File: src/rtl/vga_pkg.sv
// Shared 640x480 VGA timing and tile-map constants, reused by the timing generator
// and the tile RAM arbiter.
package vga_pkg;

    localparam int H_TOTAL    = 800;
    localparam int V_TOTAL    = 525;
    localparam int H_ACTIVE   = 640;
    localparam int V_ACTIVE   = 480;
    localparam int TILE_SHIFT = 4;
    localparam int COLS       = H_ACTIVE >> TILE_SHIFT;
    localparam int ROWS       = V_ACTIVE >> TILE_SHIFT;
    localparam int TILE_W     = 4;
    localparam int ADDR_W     = 11;

    typedef enum logic [TILE_W-1:0] {
        EMPTY = 4'd0,
        SNAKE = 4'd1,
        FOOD  = 4'd2,
        WALL  = 4'd3
    } tile_t;

    // Pixel coordinates to row-major tile address (row*COLS + col).
    function automatic logic [ADDR_W-1:0] tile_addr(input logic [9:0] x, input logic [9:0] y);
        return ADDR_W'((int'(y) >> TILE_SHIFT) * COLS + (int'(x) >> TILE_SHIFT));
    endfunction

endpackage

File: src/rtl/fetch_scheduler.sv
// Decodes the timing counters into a display-fetch strobe and the tile address to fetch,
// three cycles ahead of the pixel that needs it.
module fetch_scheduler
    import vga_pkg::*;
(
    input  logic [9:0]        hcount,
    input  logic [9:0]        vcount,
    output logic              fetch,
    output logic [ADDR_W-1:0] fetch_addr
);

    logic [9:0] vnext;

    always_comb begin
        vnext      = (vcount == 10'(V_TOTAL - 1)) ? 10'd0 : vcount + 10'd1;
        fetch      = 1'b0;
        fetch_addr = '0;
        if (hcount[3:0] == 4'd13 && hcount <= 10'd621 && vcount < 10'(V_ACTIVE)) begin
            // Next tile to the right of the one being drawn.
            fetch      = 1'b1;
            fetch_addr = tile_addr(hcount + 10'd16, vcount);
        end else if (hcount == 10'(H_TOTAL - 3) && vcount < 10'(V_TOTAL)
                     && vnext < 10'(V_ACTIVE)) begin
            // First tile of the upcoming line, fetched during horizontal blanking.
            fetch      = 1'b1;
            fetch_addr = tile_addr(10'd0, vnext);
        end
    end

endmodule

File: src/rtl/tile_ram_arbiter.sv
// Shares the single-port tile RAM between VGA scanout (fixed schedule, always wins)
// and the game logic (req/gnt on every remaining cycle, at most one grant per two cycles).
module tile_ram_arbiter
    import vga_pkg::*;
(
    input  logic              clk25,
    input  logic              reset,
    input  logic [9:0]        hcount,
    input  logic [9:0]        vcount,
    output logic [TILE_W-1:0] tile_code,
    input  logic              gm_req,
    input  logic              gm_we,
    input  logic [ADDR_W-1:0] gm_addr,
    input  logic [TILE_W-1:0] gm_wdata,
    output logic              gm_gnt,
    output logic              gm_rvalid,
    output logic [TILE_W-1:0] gm_rdata,
    output logic [ADDR_W-1:0] ram_addr,
    output logic              ram_we,
    output logic [TILE_W-1:0] ram_wdata,
    input  logic [TILE_W-1:0] ram_rdata
);

    logic              fetch;
    logic [ADDR_W-1:0] fetch_addr;
    logic              in_range;
    logic              disp_s1, rd_s1, bad_s1;
    logic              disp_s2, rd_s2, bad_s2;

    fetch_scheduler u_sched (
        .hcount     (hcount),
        .vcount     (vcount),
        .fetch      (fetch),
        .fetch_addr (fetch_addr)
    );

    assign in_range = gm_addr < ADDR_W'(COLS * ROWS);

    // s1 tags the access currently on ram_*, s2 tags the data arriving on ram_rdata.
    always_ff @(posedge clk25) begin
        if (reset) begin
            tile_code <= '0;
            gm_gnt    <= 1'b0;
            gm_rvalid <= 1'b0;
            gm_rdata  <= '0;
            ram_addr  <= '0;
            ram_we    <= 1'b0;
            ram_wdata <= '0;
            disp_s1   <= 1'b0;
            rd_s1     <= 1'b0;
            bad_s1    <= 1'b0;
            disp_s2   <= 1'b0;
            rd_s2     <= 1'b0;
            bad_s2    <= 1'b0;
        end else begin
            disp_s1 <= 1'b0;
            rd_s1   <= 1'b0;
            bad_s1  <= 1'b0;
            gm_gnt  <= 1'b0;
            ram_we  <= 1'b0;
            if (fetch) begin
                ram_addr <= fetch_addr;
                disp_s1  <= 1'b1;
            end else if (gm_req && !gm_gnt) begin
                // Out-of-map addresses are granted but never written; reads return zero.
                ram_addr  <= gm_addr;
                ram_we    <= gm_we && in_range;
                ram_wdata <= gm_wdata;
                gm_gnt    <= 1'b1;
                rd_s1     <= !gm_we;
                bad_s1    <= !in_range;
            end

            disp_s2   <= disp_s1;
            rd_s2     <= rd_s1;
            bad_s2    <= bad_s1;
            gm_rvalid <= rd_s2;
            if (disp_s2)
                tile_code <= ram_rdata;
            if (rd_s2)
                gm_rdata <= bad_s2 ? '0 : ram_rdata;
        end
    end

endmodule
File: config.mk
export PLATFORM = sky130hd
export DESIGN_NAME = tile_ram_arbiter
export DESIGN_NICKNAME = d
export VERILOG_FILES = /design/src/rtl/vga_pkg.sv /design/src/rtl/fetch_scheduler.sv /design/src/rtl/tile_ram_arbiter.sv
export SDC_FILE = /design/constraint.sdc
export NUM_CORES = 1
export LEC_CHECK = 0
export CORE_MARGIN = 1
export CORE_UTILIZATION = 47
export DETAILED_ROUTE_END_ITERATION = 8
export GPL_TIMING_DRIVEN = 0
export HOLD_SLACK_MARGIN = 0.08
export PLACE_DENSITY = 0.8
export SLEW_MARGIN = 20
export SYNTH_ARGS = -nofsm -noshare
export SYNTH_HDL_FRONTEND = slang
export SYNTH_SLANG_ARGS = --single-unit
File: constraint.sdc
create_clock -name clk25 -period 2.7 [get_ports clk25]
set_input_delay 0.27 -clock clk25 [delete_from_list [all_inputs] [get_ports clk25]]
set_output_delay 0.27 -clock clk25 [all_outputs]
set_load 0.02 [all_outputs]
==> flow_summary.toml <==
[global_route]
grt_usage = 0.238
grt.overflow.total = 0
grt_pass1_wl_um = 9450
grt_pass1_vias = 2043
grt_max_degree = 11
antenna_found_initial = 0

[die]
core_um2 = 4470
core.rowCount = 24
die-area_um2 = 5080
initial_core_util = 0.504
die_w_um = 71.3
ios = 69
chipHeight_um = 71.3

[clocking]
cts_buffers = 5
path_clk_slew_ns = 0.07
cts-htree-levels = 2
clockBufferDepth = 2
postCtsHoldBufs = 0
cts_tree = "yes"
clkLatencyLatePin_ns = 0.28
clock-sinks = 32
root_buffer = "clkbuf_8"

[detailed_routing]
drt_iter0_drc = 136
routed_wl_um = 5980
num_vias = 2132
antenna_left = 0
viasPerCell = 5.58
first_pass_iters = 6
drc = 4
routedWlPerCell_um = 15.6

[worst_hold_path]
min_from = "rd_s1$_SDFF_PP0_"
holdPathEnd = "rd_s2$_SDFF_PP0_"
whs_path_depth = 1
hold_class = "reg -> reg"

[cells_and_area]
fillCellCount = 348
design_area_um2 = 3230
seq_area_um2 = 641
multi_input_area_um2 = 1590
final_nets = 398
drive_gt1_frac = 0.142
area_growth_pct = 43.0
n_antenna_cell = 0

[sta]
relSlewSlack = 0.605
slew_violations = 0
hold_ws_ns = 0.442
setup_viol = 0
fin_crit_sh = 0.967
tightest_slew_ns = 0.592
clock.fmax_ghz = 0.383
hold_viol = 0
post-route-min-period_ns = 2.61
worst_slack_ns = 0.0892
clock_skew_ns = 0.00807

[worst_setup_path]
arrival_ns = 2.75
cp.depth = 11
regToRegSetupSlack_ns = 1.05
path_max_fanout = 3
cp_slowest_stage_delay_ns = 0.56
startpoint_type = "input pin"
ff2ff_path_depth = 5
crit-reg2reg-launch = "gm_gnt$_SDFF_PP0_"
critical_path_class = "in -> reg"
cp.required_ns = 2.84
crit_path_top_delay_cell = "or4bb_4"
crit_chain = "dlygate4sd2_1 > or4bb_4 > o31ai_4 > mux2i_4 > ha_1 > ha_4 > nor2b_1 > o21ai_1 > nand3b_1 > o2111ai_1 > o31ai_1"
cp_top_family = "simple AND/OR/NAND/NOR gates"
endpoint_kind = "flip-flop"
cp_num_buf_inv = 1
regToRegEndpoint = "ram_addr[4]$_SDFFE_PP0P_"

[synthesis]
syn_nets = 314
synth_compound_area_frac = 0.175
synth_top_area_share = 0.284
netlist_area_um2 = 2260
ys_warn_count = 0
yosysUniqueCellTypes = 52
synth_xor_area_frac = 0.0621
synth_flop_cell = "dfxtp_1"
ys_async_sr_fraction = 0
synth_area_leaders = "dfxtp_1 28%, ha_1 12%, xnor2_1 4.7%, mux2i_1 4.4%, a21oi_1 3.3%"
ys_top_cells_by_count = "32 x dfxtp_1, 22 x ha_1, 19 x nor2_1"
synth_cells = 246
synth_top_family_by_area = "simple AND/OR/NAND/NOR gates"
avgSynthCellArea_um2 = 9.18
synth-adder-area-share = 0.149
yosysSeqAreaShare = 0.284
synth_seq_cells = 32
synth-simple-area-share = 0.227
synth_edf_count = 0
yosysTopAreaCell = "dfxtp_1"
muxShareOfSynthArea = 0.0571
yosysMostFrequentCell = "dfxtp_1"

[power_and_ir_drop]
cellLeakagePower_uw = 0.00133
power.density_nw_per_um2 = 404
ir_worst_vdd_uv = 330

[place]
numPortBuffers = 68
post-place-ws_ns = -0.535
dp_hpwl_um = 4280
gp_congestion = 0.894
placed_cell_area_um2 = 3000

[run]
cap_violations = 0

[run_status]
status = "finished, violations left"
violations = "DRC"
[registers in the layout, indices dropped and copies added, names as in the netlist, 4 cells and up]
register,cells
ram_addr,11
ram_wdata,4
gm_rdata,4
tile_code,4
[logic make-up after synthesis]
| kind of cell | Yosys count |
|---|---|
| and+or+nand+nor | 87 |
| AOI/OAI and AO/OA | 50 |
| DFF | 32 |
| adders and majority gates | 25 |
| buffers and inverters | 24 |
| xor gates and xnor gates | 16 |
| muxes | 12 |
[layout by cell type (no fill, tap or decap), types with 5 or more instances in the layout]
master	instances
clkbuf_8	7
ha_1	19
xnor2_1	9
nor2_1	19
nand3b_1	7
nand2_1	5
inv_1	13
dfxtp_1	32
nor2b_1	9
buf_4	8
nand3_1	5
clkdlybuf4s50_1	57
dlygate4sd2_1	6
a21oi_1	14
nor3_1	8
mux2i_1	10
nand2b_1	6
clkbuf_1	6
[power breakdown]
part	total [µW]	switching, µW	leakage [µW]	internal, µW
clock	391	164	0.0000503	227
sequential	504	10.2	0.000262	493
combinational	410	203	0.00102	207
[metrics by stage]
step / TNS [ns] / instances / total power (µW) / util
detailed placement: -7.38 / 366 / 899 / 0.671
global route: -0.0768 / 382 / 1370 / 0.721
finish: 0 / 382 / 1300 / 0.721
global placement: -6.79 / 366 / 891 / 0.671
CTS: 0 / 376 / 1300 / 0.711
floorplan: 0 / 246 / 738 / -
[how the worst max path moves through the flow]
stage,from,endpoint,slack [ns]
global route,vcount[5],ram_addr[10]$_SDFFE_PP0P_,-0.08
CTS,vcount[7],ram_addr[5]$_SDFFE_PP0P_,0.04
floorplan,vcount[7],ram_addr[10]$_SDFFE_PP0P_,0.21
global placement,vcount[7],ram_addr[10]$_SDFFE_PP0P_,-0.52
finish,vcount[0],ram_addr[10]$_SDFFE_PP0P_,0.09
detailed placement,vcount[7],ram_addr[10]$_SDFFE_PP0P_,-0.53
[metal layers]
layer | vias up | wire (µm) | global-route usage
met2 | 61 | 2980 | 0.414
met1 | 1004 | 2690 | 0.308
met4 | 0 | 53 | 0.0467
met5 | - | 0 | 0
li1 | 1061 | - | -
met3 | 6 | 258 | 0.0492
[what timing repair did]
action | CTS | global route
setup buffers | 3 | 5
gates resized for setup | 23 | 12
hold endpoints to repair | 0 | 0
pin swaps | 5 | 2
cloned | 0 | 1
endpoints found under the setup margin | 16 | 9
[final cells by class]
cell class | count | share of cell area
inverter | 13 | 0.0151
sequential | 32 | 0.198
tap | 52 | 0.0202
multi-input combinational | 190 | 0.491
clock buffer | 7 | 0.0298
buffer | 11 | 0.0186
timing repair buffer | 77 | 0.227
No activity file was read; power rests on OpenSTA's default activity.
